## src/rtl/clock_pkg.sv

```systemverilog
// Shared adjust-state encoding for the clock datapath: sequencer, field
// counters and display drivers all agree on these codes.
package clock_pkg;

  localparam int unsigned ADJ_NORM = 32'd0;

  // idx code that selects field f
  function automatic int unsigned adj_code(input int unsigned f);
    return f + 32'd1;
  endfunction

endpackage

```

## src/rtl/edge_detect.sv

```systemverilog
// Single-bit rising-edge detector. The history flop resets high so a level
// that is already asserted when reset releases never reports an edge.
module edge_detect (
  input  logic CLK,
  input  logic RST,
  input  logic d,
  output logic rise
);

  logic prev_r;

  // previous-value history of the input
  always_ff @(posedge CLK) begin
    if (RST) begin
      prev_r <= 1'b1;
    end else begin
      prev_r <= d;
    end
  end

  assign rise = d & ~prev_r;

endmodule

```

## src/rtl/adjust_sequencer.sv

```systemverilog
// Time-setting controller: walks NORM -> field 0 .. NFIELD-1 on MODE, issues
// per-field increment/clear strobes, auto-repeat, blink and idle timeout.
module adjust_sequencer
  import clock_pkg::*;
#(
  parameter int NFIELD     = 3,
  parameter int TOUT_TICKS = 60,
  parameter int REP_DELAY  = 2
) (
  input  logic              CLK,
  input  logic              RST,
  input  logic              SIG2HZ,
  input  logic              MODE,
  input  logic              SELECT,
  input  logic              ADJUST,
  output logic [NFIELD-1:0] CLR,
  output logic [NFIELD-1:0] INC,
  output logic [NFIELD-1:0] ON,
  output logic              ADJMODE
);

  localparam int IDX_W  = $clog2(NFIELD + 1);
  localparam int TOUT_W = (TOUT_TICKS > 0) ? $clog2(TOUT_TICKS + 1) : 1;
  localparam int REP_W  = (REP_DELAY > 0) ? $clog2(REP_DELAY + 1) : 1;

  localparam logic [IDX_W-1:0]  IDX_NORM  = IDX_W'(ADJ_NORM);
  localparam logic [IDX_W-1:0]  IDX_LAST  = IDX_W'(adj_code(NFIELD - 1));
  localparam logic [TOUT_W-1:0] TOUT_LAST = (TOUT_TICKS > 0) ? TOUT_W'(TOUT_TICKS - 1) : {TOUT_W{1'b0}};
  localparam logic [REP_W-1:0]  REP_LAST  = REP_W'(REP_DELAY);

  logic mode_rise_s, sel_rise_s, adj_rise_s, tick_s;

  logic [IDX_W-1:0]  idx_r, idx_nxt_s;
  logic [REP_W-1:0]  rep_r, rep_nxt_s;
  logic [TOUT_W-1:0] idle_r, idle_nxt_s;
  logic [NFIELD-1:0] inc_r, inc_nxt_s, clr_r, clr_nxt_s, field_oh_s;
  logic              in_field_s, timeout_s, rep_fire_s, strobe_ok_s;

  edge_detect u_mode_ed (.CLK(CLK), .RST(RST), .d(MODE),   .rise(mode_rise_s));
  edge_detect u_sel_ed  (.CLK(CLK), .RST(RST), .d(SELECT), .rise(sel_rise_s));
  edge_detect u_adj_ed  (.CLK(CLK), .RST(RST), .d(ADJUST), .rise(adj_rise_s));
  edge_detect u_tick_ed (.CLK(CLK), .RST(RST), .d(SIG2HZ), .rise(tick_s));

  // next-state, strobe and counter logic
  always_comb begin
    field_oh_s  = {NFIELD{1'b0}};
    idx_nxt_s   = idx_r;
    rep_nxt_s   = rep_r;
    idle_nxt_s  = idle_r;
    inc_nxt_s   = {NFIELD{1'b0}};
    clr_nxt_s   = {NFIELD{1'b0}};
    timeout_s   = 1'b0;
    rep_fire_s  = 1'b0;

    for (int i = 0; i < NFIELD; i++) begin
      field_oh_s[i] = (idx_r == IDX_W'(adj_code(i)));
    end
    in_field_s = (idx_r != IDX_NORM);

    if (TOUT_TICKS != 0) begin
      timeout_s = in_field_s & tick_s & (idle_r == TOUT_LAST);
    end else begin
      timeout_s = 1'b0;
    end

    if (REP_DELAY != 0) begin
      rep_fire_s = in_field_s & SELECT & tick_s & (rep_r == REP_LAST);
    end else begin
      rep_fire_s = 1'b0;
    end

    // timeout beats a same-cycle MODE edge; out-of-range codes fall back to NORM
    if (timeout_s) begin
      idx_nxt_s = IDX_NORM;
    end else if (mode_rise_s) begin
      idx_nxt_s = (idx_r >= IDX_LAST) ? IDX_NORM : idx_r + IDX_W'(1'b1);
    end else begin
      idx_nxt_s = idx_r;
    end

    strobe_ok_s = in_field_s & ~timeout_s & ~mode_rise_s;
    if (strobe_ok_s && adj_rise_s) begin
      clr_nxt_s = field_oh_s;
    end else if (strobe_ok_s && (sel_rise_s || rep_fire_s)) begin
      inc_nxt_s = field_oh_s;
    end else begin
      clr_nxt_s = {NFIELD{1'b0}};
      inc_nxt_s = {NFIELD{1'b0}};
    end

    if ((idx_nxt_s != idx_r) || !SELECT || !in_field_s) begin
      rep_nxt_s = {REP_W{1'b0}};
    end else if (tick_s && (rep_r != REP_LAST)) begin
      rep_nxt_s = rep_r + REP_W'(1'b1);
    end else begin
      rep_nxt_s = rep_r;
    end

    // any user activity or increment restarts the idle window
    if ((idx_nxt_s == IDX_NORM) || mode_rise_s || sel_rise_s || adj_rise_s || (|inc_nxt_s)) begin
      idle_nxt_s = {TOUT_W{1'b0}};
    end else if (tick_s && (TOUT_TICKS != 0)) begin
      idle_nxt_s = idle_r + TOUT_W'(1'b1);
    end else begin
      idle_nxt_s = idle_r;
    end
  end

  // state, counters and strobe registers
  always_ff @(posedge CLK) begin
    if (RST) begin
      idx_r  <= IDX_NORM;
      rep_r  <= {REP_W{1'b0}};
      idle_r <= {TOUT_W{1'b0}};
      inc_r  <= {NFIELD{1'b0}};
      clr_r  <= {NFIELD{1'b0}};
    end else begin
      idx_r  <= idx_nxt_s;
      rep_r  <= rep_nxt_s;
      idle_r <= idle_nxt_s;
      inc_r  <= inc_nxt_s;
      clr_r  <= clr_nxt_s;
    end
  end

  assign INC     = inc_r;
  assign CLR     = clr_r;
  assign ADJMODE = (idx_r != IDX_NORM);
  assign ON      = ~(field_oh_s & {NFIELD{SIG2HZ}});

endmodule

```

## config.mk

```make
export PLATFORM = sky130hd
export DESIGN_NAME = adjust_sequencer
export DESIGN_NICKNAME = d
export VERILOG_FILES = /design/src/rtl/clock_pkg.sv /design/src/rtl/edge_detect.sv /design/src/rtl/adjust_sequencer.sv
export SDC_FILE = /design/constraint.sdc
export NUM_CORES = 1
export LEC_CHECK = 0
export CORE_MARGIN = 3
export CORE_UTILIZATION = 40
export CTS_CLUSTER_DIAMETER = 80
export DETAILED_ROUTE_END_ITERATION = 7
export HOLD_SLACK_MARGIN = 0.12
export PLACE_DENSITY = 0.72
export SYNTH_ARGS = -nofsm -noshare
export SYNTH_HDL_FRONTEND = slang
export SYNTH_SLANG_ARGS = --single-unit
```

## constraint.sdc

```tcl
create_clock -name CLK -period 2.5 [get_ports CLK]
set_clock_uncertainty 0.1 [all_clocks]
set_input_delay 0.625 -clock CLK [delete_from_list [all_inputs] [get_ports CLK]]
set_output_delay 0.625 -clock CLK [all_outputs]
set_load 0.02 [all_outputs]
```

Word level (Yosys, flattened, before mapping):

Index checks and enable logic that the tools add are counted.

* output and inout bits: 10
* logic and storage cells: 63
* input bits: 6
* flip-flop bits (word level): 20

* mux-type cells: 5
* bitwise logic cells: 20
* eq/ne operators: 7
* order comparisons: 1
* add/sub/neg operators: 3
* reductions and logical operators: 18

Operators with widths (count)
* bitwise AND 1 bit: 11
* logical OR 1 bit: 7
* NOT 1 bit: 7
* adder 6 x 1 -> 6 bit, second input constant: 1
* == test 2 bit, second input constant: 3
* == test 6 bit, second input constant: 1
* two-way mux 2 bit: 3
* two-way mux 3 bit: 2
* OR reduction 2 bit: 3
* adder 2 x 1 -> 2 bit, second input constant: 2
* bitwise AND 3 bit: 1
* logical AND 1 bit: 3
* NOT 3 bit: 1
* OR reduction 3 bit: 1
* == test 2 x 1 -> 1 bit, second input constant: 1
* greater-or-equal comparator 2 bit, second input constant: 1
* zero test 1 bit: 2
* zero test 2 bit: 1
* inequality test 2 bit: 1
* inequality test 2 bit, second input constant: 1
* nonzero test 2 bit: 1

Depth between registers and ports, before layout:

Gate-level depths: netlist of run 1.

* depth after elaboration: 13
* mapped depth: 6
* depth with buffers taken out: 6

Cells and area by module:

From an unflattened synthesis of run 1, not the netlist that was laid out.

* cell total of the unflattened synthesis: 97
* area total of the unflattened synthesis: 953.4 um^2

By module, submodules not included
* adjust_sequencer: sequential area each 320.3 um^2, times used 1, cells each 85, area an instance 823.3 um^2
* edge_detect: sequential area each 20.0 um^2, times used 4, cells each 3, area an instance 32.5 um^2

Least setup slack after synthesis of run 1:

No wires, ideal clock.

* kind: input to register
* start: in MODE
* end: reg idle_r[0]
* arrival: 1.599 ns
* setup time: 0.124 ns
* required time: 2.276 ns
* stages: 5
* slack: 0.677 ns
* cell sequence: nor2b_2 > buf_6 > a2111o_1 > o211ai_2 > nor2_1

* longest elaborated chain between the ends: 9
* elaborated cells between the ends (all ways): 16
* classes of those cells: 4 x mux; 3 x bitwise; 9 x reduce/logical

Ends and longest elaborated chain
* start: declaration: line adjust_sequencer.sv:13 `input logic MODE,`
* bitwise AND 1 bit (*): line edge_detect.sv:21 `assign rise = d & ~prev_r;`
* NOT 1 bit / two-way mux 2 bit (equally long branches): line adjust_sequencer.sv:81, adjust_sequencer.sv:75
* bitwise AND 1 bit / two-way mux 2 bit (equally long branches): line adjust_sequencer.sv:81, adjust_sequencer.sv:73
* logical AND 1 bit / zero test 2 bit (equally long branches): line adjust_sequencer.sv:84, adjust_sequencer.sv:100
* two-way mux 3 bit / logical OR 1 bit (equally long branches): line adjust_sequencer.sv:84, adjust_sequencer.sv:100
* two-way mux 3 bit / logical OR 1 bit (equally long branches): line adjust_sequencer.sv:82, adjust_sequencer.sv:100
* OR reduction 3 bit / logical OR 1 bit (equally long branches): line adjust_sequencer.sv:100 `if ((idx_nxt_s == IDX_NORM) || mode_rise_s || sel_rise_s || adj_rise_s || (|inc_nxt_s)) begin`
* logical OR 1 bit (*): line adjust_sequencer.sv:100
* OR reduction 2 bit (no source line) (*)
* end signal: assignment: line adjust_sequencer.sv:114 `idle_r <= {TOUT_W{1'b0}};`
* end signal: assignment: line adjust_sequencer.sv:120 `idle_r <= idle_nxt_s;`
* end: declaration: line adjust_sequencer.sv:35 `logic [TOUT_W-1:0] idle_r, idle_nxt_s;`

Every way passes the cells marked *; elsewhere a longest branch is shown, timed or not.
A chain may end at the register's enable or synchronous reset.

Final worst setup path of run 1:

* start: in SIG2HZ
* end: out ON[0]

* longest elaborated chain between the ends: 2

Ends and longest elaborated chain
* start: declaration: line adjust_sequencer.sv:12 `input logic SIG2HZ,`
* bitwise AND 3 bit: line adjust_sequencer.sv:129 `assign ON = ~(field_oh_s & {NFIELD{SIG2HZ}});`
* NOT 3 bit: line adjust_sequencer.sv:129
* end: declaration: line adjust_sequencer.sv:18 `output logic [NFIELD-1:0] ON,`

Every way passes these cells.

==> results.py, run 1 <==
metrics = {
    "timing": {
        "slew_headroom": 0.7725,
        "final.setup.tns_ps": 0,
        "finalCritPeriodShare": 0.9074,
        "setup_violations": 0,
        "hold_ws_ps": 429.2,
        "rsz0062_at_grt": "no",
        "max_freq_ghz": 0.4408,
        "tightest_slew_ps": 339.7,
        "hold_viol": 0,
        "min_period_ps": 2268,
        "slew_violations": 0,
    },
    "drt": {
        "vias": 716,
        "drc_errors": 0,
        "ant_nets": 0,
        "dr.pass1.iters": 4,
        "finalWirelength_um": 1676,
        "avgViaCountPerCell": 4.838,
        "drt-initial-drc-count": 9,
        "wl_per_cell_um": 11.32,
    },
    "clocking": {
        "insertion_delay_ps": 300,
        "numCtsBuffers": 3,
        "clock_sinks": 20,
        "cts_hold_buf": 0,
        "cts_tree": "done",
        "h-tree-depth": 1,
        "clock_path_buffers": 2,
        "cts_setup_buffers": 0,
        "clkTransAtPathRegs_ps": 110,
        "cts_root_buffer": "clkbuf_4",
    },
    "logic_synthesis": {
        "ys_warn_count": 0,
        "syn-instance-count": 102,
        "synth_top_area_share": 0.4318,
        "syn_area_sq_um": 927.1,
        "synth_largest_area_cell": "dfxtp_1",
        "synth_nets": 114,
        "synth-seq-cells": 20,
        "syn_avg_cell_area_sq_um": 9.090,
        "seq_area_frac_synth": 0.4318,
        "synth.distinct_cells": 32,
        "synth_area_leaders": "dfxtp_1, ha_1, nor2_1, a2111oi_2, inv_1",
    },
    "job": {
        "drv_cap": 0,
    },
    "power_and_ir_drop": {
        "total_power_w": 0.0005627,
        "cellLeakagePower_nw": 0.4440,
        "p_per_area_nw_per_um2": 487.8,
        "irDropWorstVdd_mv": 0.2949,
    },
    "grt": {
        "grt_pass1_wl_um": 2822,
        "grt_overflow": 0,
        "grt_pass1_vias": 677,
        "grt_usage": 0.1330,
        "grt_max_degree": 12,
        "antenna_found_initial": 0,
    },
    "placement": {
        "place_area_sq_um": 1110,
        "finalWeightedCongestion": 0.7807,
        "port_buffers": 15,
        "dp_hpwl_um": 1335,
    },
    "critical_path": {
        "startpoint": "SIG2HZ",
        "critPathArrivalTime_ps": 1540,
        "start_kind": "primary input",
        "crit_required_ps": 1770,
        "worstPathMaxFanout": 4,
        "end_kind": "output port",
        "reg2reg_from": "idx_r[1]$_SDFF_PP0_",
        "crit_type": "primary input to output port",
    },
    "cells_and_area": {
        "diodes": 0,
        "nFillCells": 199,
        "drive_above_1_share": 0.1488,
        "finalNetCount": 134,
        "final_cell_mix": "dfxtp_1, nor2_1, clkdlybuf4s50_1",
        "syn_to_final_growth_pct": 24.43,
        "post-route-cell-area_sq_um": 1154,
    },
    "die": {
        "dieArea_sq_um": 2932,
        "ios": 16,
        "die_h_um": 54.15,
        "die_w_um": 54.15,
        "core-area_sq_um": 2082,
        "start_util": 0.4453,
        "rows": 16,
    },
    "run_status": {
        "run_status": "finished clean",
    },
    "worst_hold_path": {
        "holdCritStartpoint": "idle_r[1]$_SDFFE_PP0P_",
        "holdCritPathClass": "flip-flop to flip-flop",
    },
}
sequential cells by signal, summed over array words and instances, names as in the netlist:
register,cells
CLR,3
INC,3
idle_r,6
idx_r,2
rep_r,2
u_adj_ed.prev_r,1
u_mode_ed.prev_r,1
u_sel_ed.prev_r,1
u_tick_ed.prev_r,1
metal layers:
layer,vias to the layer above,track usage,wire length (um)
met3,2,0.02493,48
met2,9,0.2331,834
met1,330,0.1636,774
met5,-,0,0
li1,375,-,-
met4,0,0.03734,19
layout make-up:
cell class / count / area (sq um) / share of cell area
repair buffers: 17 / 171.4 / 0.1486
multi-input cells: 72 / 480.5 / 0.4165
well taps: 27 / 33.78 / 0.02928
inverters: 8 / 30.03 / 0.02603
flip-flops and latches: 20 / 401.6 / 0.3482
clock buffers: 4 / 36.28 / 0.03145
worst paths after layout:
path,to,slack [ps],cells past startpoint
worst max register to register,idle_r[5]$_SDFFE_PP0P_,640,6
worst min-delay path,idle_r[1]$_SDFFE_PP0P_,430,2
worst max-delay path,ON[0],230,3
worst min register to register,idle_r[1]$_SDFFE_PP0P_,430,2
where the power goes:
group / total [W] / leakage [nW] / internal (W) / switching, W
Combinational: 0.0000499 / 0.260 / 0.0000248 / 0.0000251
Clock: 0.000187 / 0.0210 / 0.0000889 / 0.0000977
Sequential: 0.000326 / 0.163 / 0.000323 / 0.00000287
Total: 0.000563 / 0.444 / 0.000437 / 0.000126
critical path, stage by stage:
cell and delay, ps:
clkdlybuf4s50_1 520, nand2_1 70, dlygate4sd2_1 330
stage by stage:
stage / instances / setup WS [ps] / util
floorplan: 102 / 676.8 / -
global route: 148 / 169.9 / 0.5541
CTS: 148 / 10.13 / 0.5499
finish: 148 / 231.5 / 0.5541
detailed placement: 144 / -11.16 / 0.5331
global placement: 144 / 29.78 / 0.5331
synthesized netlist by cell type:
| cell type | instances |
|---|---|
| and3b_2 | 1 |
| and2_2 | 1 |
| nand3b_1 | 1 |
| nor3_1 | 5 |
| a2111o_1 | 1 |
| a31oi_1 | 1 |
| and2b_1 | 1 |
| or2_1 | 1 |
| nor3b_1 | 1 |
| nand2_1 | 4 |
| xnor2_1 | 3 |
| nor2b_1 | 2 |
| and3_1 | 2 |
| ha_1 | 6 |
| a2111oi_2 | 2 |
| nand2b_1 | 2 |
| nor2b_2 | 1 |
| xor2_1 | 3 |
| buf_6 | 1 |
| dfxtp_1 | 20 |
| o21ai_0 | 1 |
| mux2i_1 | 1 |
| or2_2 | 4 |
| buf_2 | 1 |
| nand3_1 | 3 |
| inv_1 | 8 |
| a32oi_1 | 1 |
| a21oi_1 | 2 |
| and2b_4 | 1 |
| nor2_1 | 19 |
| o21ai_1 | 1 |
| o211ai_2 | 1 |
what timing repair did:
item,in CTS,in global routing
gates resized for setup,1,4
gates cloned,0,0
setup endpoints to repair,1,3
kinds of logic (layout without fill, tap and decap cells):
family	count (synthesis)	after routing	share of synthesized area
adders and majority gates	6	6	0.08097
and+or+nand+nor	49	49	0.2740
AOI/OAI and AO/OA	10	10	0.09581
DFF	20	20	0.4318
muxes	1	1	0.01080
xor gates and xnor gates	6	6	0.05669
buffers and inverters	10	29	0.04993
Power figures use the tool's default switching activity.
==> run 2: changes to the inputs <==
--- a/config.mk
+++ b/config.mk
@@ -5,6 +5,7 @@
 export SDC_FILE = /design/constraint.sdc
 export NUM_CORES = 1
 export LEC_CHECK = 0
+export CAP_MARGIN = 5
 export CORE_MARGIN = 3
 export CORE_UTILIZATION = 40
 export CTS_CLUSTER_DIAMETER = 80
==> results of run 2 <==
Final layout, timing and power as in run 1 (identical DEF).
==> run 3: changes to the inputs <==
--- a/config.mk
+++ b/config.mk
@@ -5,13 +5,14 @@
 export SDC_FILE = /design/constraint.sdc
 export NUM_CORES = 1
 export LEC_CHECK = 0
+export ABC_CLOCK_PERIOD_IN_PS = 2500
 export CAP_MARGIN = 5
 export CORE_MARGIN = 3
 export CORE_UTILIZATION = 40
 export CTS_CLUSTER_DIAMETER = 80
 export DETAILED_ROUTE_END_ITERATION = 7
 export HOLD_SLACK_MARGIN = 0.12
-export PLACE_DENSITY = 0.72
+export PLACE_DENSITY_LB_ADDON = 0.08
 export SYNTH_ARGS = -nofsm -noshare
 export SYNTH_HDL_FRONTEND = slang
 export SYNTH_SLANG_ARGS = --single-unit
==> results.py, run 3 (synthesis gave the netlist of run 1 again) <==
metrics = {
    "grt": {
        "grt_overflow": 0,
        "grt_usage": 0.1366,
        "grt_pass1_wl_um": 2884,
        "grt_max_degree": 12,
        "grt_pass1_vias": 697,
        "antenna_found_initial": 0,
    },
    "clocking": {
        "clock_path_buffers": 2,
        "h-tree-depth": 1,
        "cts_hold_buf": 0,
        "cts_setup_buffers": 0,
        "insertion_delay_ps": 300,
        "numCtsBuffers": 3,
        "clkTransAtPathRegs_ps": 120,
        "cts_tree": "done",
        "clock_sinks": 20,
        "cts_root_buffer": "clkbuf_4",
    },
    "drt": {
        "finalWirelength_um": 1669,
        "drt-initial-drc-count": 5,
        "avgViaCountPerCell": 4.764,
        "drc_errors": 0,
        "wl_per_cell_um": 11.28,
        "dr.pass1.iters": 4,
        "ant_nets": 0,
        "vias": 705,
    },
    "power_and_ir_drop": {
        "irDropWorstVdd_mv": 0.2818,
        "cellLeakagePower_nw": 0.4405,
        "p_per_area_nw_per_um2": 494.2,
    },
    "die": {
        "ios": 16,
        "dieArea_sq_um": 2932,
        "die_w_um": 54.15,
        "core-area_sq_um": 2082,
        "rows": 16,
        "start_util": 0.4453,
        "die_h_um": 54.15,
    },
    "job": {
        "drv_cap": 0,
    },
    "worst_hold_path": {
        "holdCritPathClass": "flip-flop to flip-flop",
    },
    "timing": {
        "min_period_ps": 2289,
        "finalCritPeriodShare": 0.9156,
        "max_freq_ghz": 0.4369,
        "setup_violations": 0,
        "hold_viol": 0,
        "tightest_slew_ps": 347.6,
        "rsz0062_at_grt": "no",
        "hold_ws_ps": 436.3,
        "slew_headroom": 0.7672,
        "slew_violations": 0,
    },
    "cells_and_area": {
        "drive_above_1_share": 0.1488,
        "regMostFlops": "idle_r",
        "diodes": 0,
        "final_cell_mix": "dfxtp_1, nor2_1, clkdlybuf4s50_1",
        "nFillCells": 191,
        "stdcell_count": 148,
        "largest_reg_flops": 6,
        "syn_to_final_growth_pct": 23.62,
        "utilization": 0.5505,
        "finalNetCount": 134,
    },
    "placement": {
        "dp_hpwl_um": 1327,
        "finalWeightedCongestion": 0.7881,
        "port_buffers": 15,
        "placedCellCount": 144,
    },
    "critical_path": {
        "crit_chain": "clkdlybuf4s50_1, nand2_1, dlygate4sd2_1",
        "critPathArrivalTime_ps": 1560,
        "cpMaxStageDelayCell": "clkdlybuf4s50_1",
        "crit_type": "primary input to output port",
        "start_kind": "primary input",
        "crit_required_ps": 1770,
        "rrSetupSlack_ps": 640,
        "cpPeakStageDelay_ps": 540,
        "worstPathMaxFanout": 4,
        "end_kind": "output port",
    },
    "run_status": {
        "run_status": "finished clean",
    },
}
==> run 3: changes by cell type in the layout (fill, tap and decap cells not counted) <==
cell	change
dlygate4sd2_1	+2
dlymetal6s2s_1	-2
==> run 3: power breakdown <==
| group | leakage [nW] | total, W | internal, W | switching, W |
|---|---|---|---|---|
| Clock | 0.0210 | 0.000190 | 0.0000889 | 0.000101 |
| Combinational | 0.257 | 0.0000500 | 0.0000248 | 0.0000252 |
| Sequential | 0.163 | 0.000326 | 0.000323 | 0.00000298 |
==> run 3: final cells by class <==
cell class | instances | area, sq um | share of cell area
Inverter | 8 | 30.03 | 0.02620
Tap cell | 27 | 33.78 | 0.02948
Clock buffer | 4 | 36.28 | 0.03166
Multi-Input combinational cell | 72 | 480.5 | 0.4192
Sequential cell | 20 | 401.6 | 0.3504
Timing Repair Buffer | 17 | 163.9 | 0.1430
==> run 3: path summary, 6_finish.rpt <==
kind	from	end	depth (start not counted)
worst max-delay path	SIG2HZ	ON[0]	3
worst min-delay path	idle_r[4]$_SDFFE_PP0P_	idle_r[4]$_SDFFE_PP0P_	2
worst max register to register	idx_r[1]$_SDFF_PP0_	idle_r[5]$_SDFFE_PP0P_	6
worst min register to register	idle_r[4]$_SDFFE_PP0P_	idle_r[4]$_SDFFE_PP0P_	2
==> run 3: repair_timing <==
action / in CTS / in global routing
gates resized for setup: 3 / 2
cloned: 0 / 0
endpoints found under the setup margin: 3 / 1
==> run 3: worst max-delay path, delay by kind of cell <==
kind | cells | cell delay, ps
buffers and inverters | 2 | 870
AND/OR/NAND/NOR | 1 | 70
==> run 3: per-stage QoR <==
stage / TNS [ps] / worst slack [ps] / cell area (sq um) / total power, W
2_1_floorplan: 0 / 676.8 / 927.1 / 0.0003641
3_3_place_gp: -18.19 / -6.547 / 1110 / 0.0003837
3_5_place_dp: -38.46 / -28.15 / 1110 / 0.0003843
4_1_cts: 0 / 0.2446 / 1142 / 0.0005697
5_1_grt: 0 / 175.4 / 1146 / 0.0005890
6_report: 0 / 210.9 / 1146 / 0.0005664
==> run 3: layer usage <==
layer	GRT usage	wire, um
met4	0.06224	25
met3	0.02493	66
met5	0	0
met2	0.2251	727
met1	0.1709	849
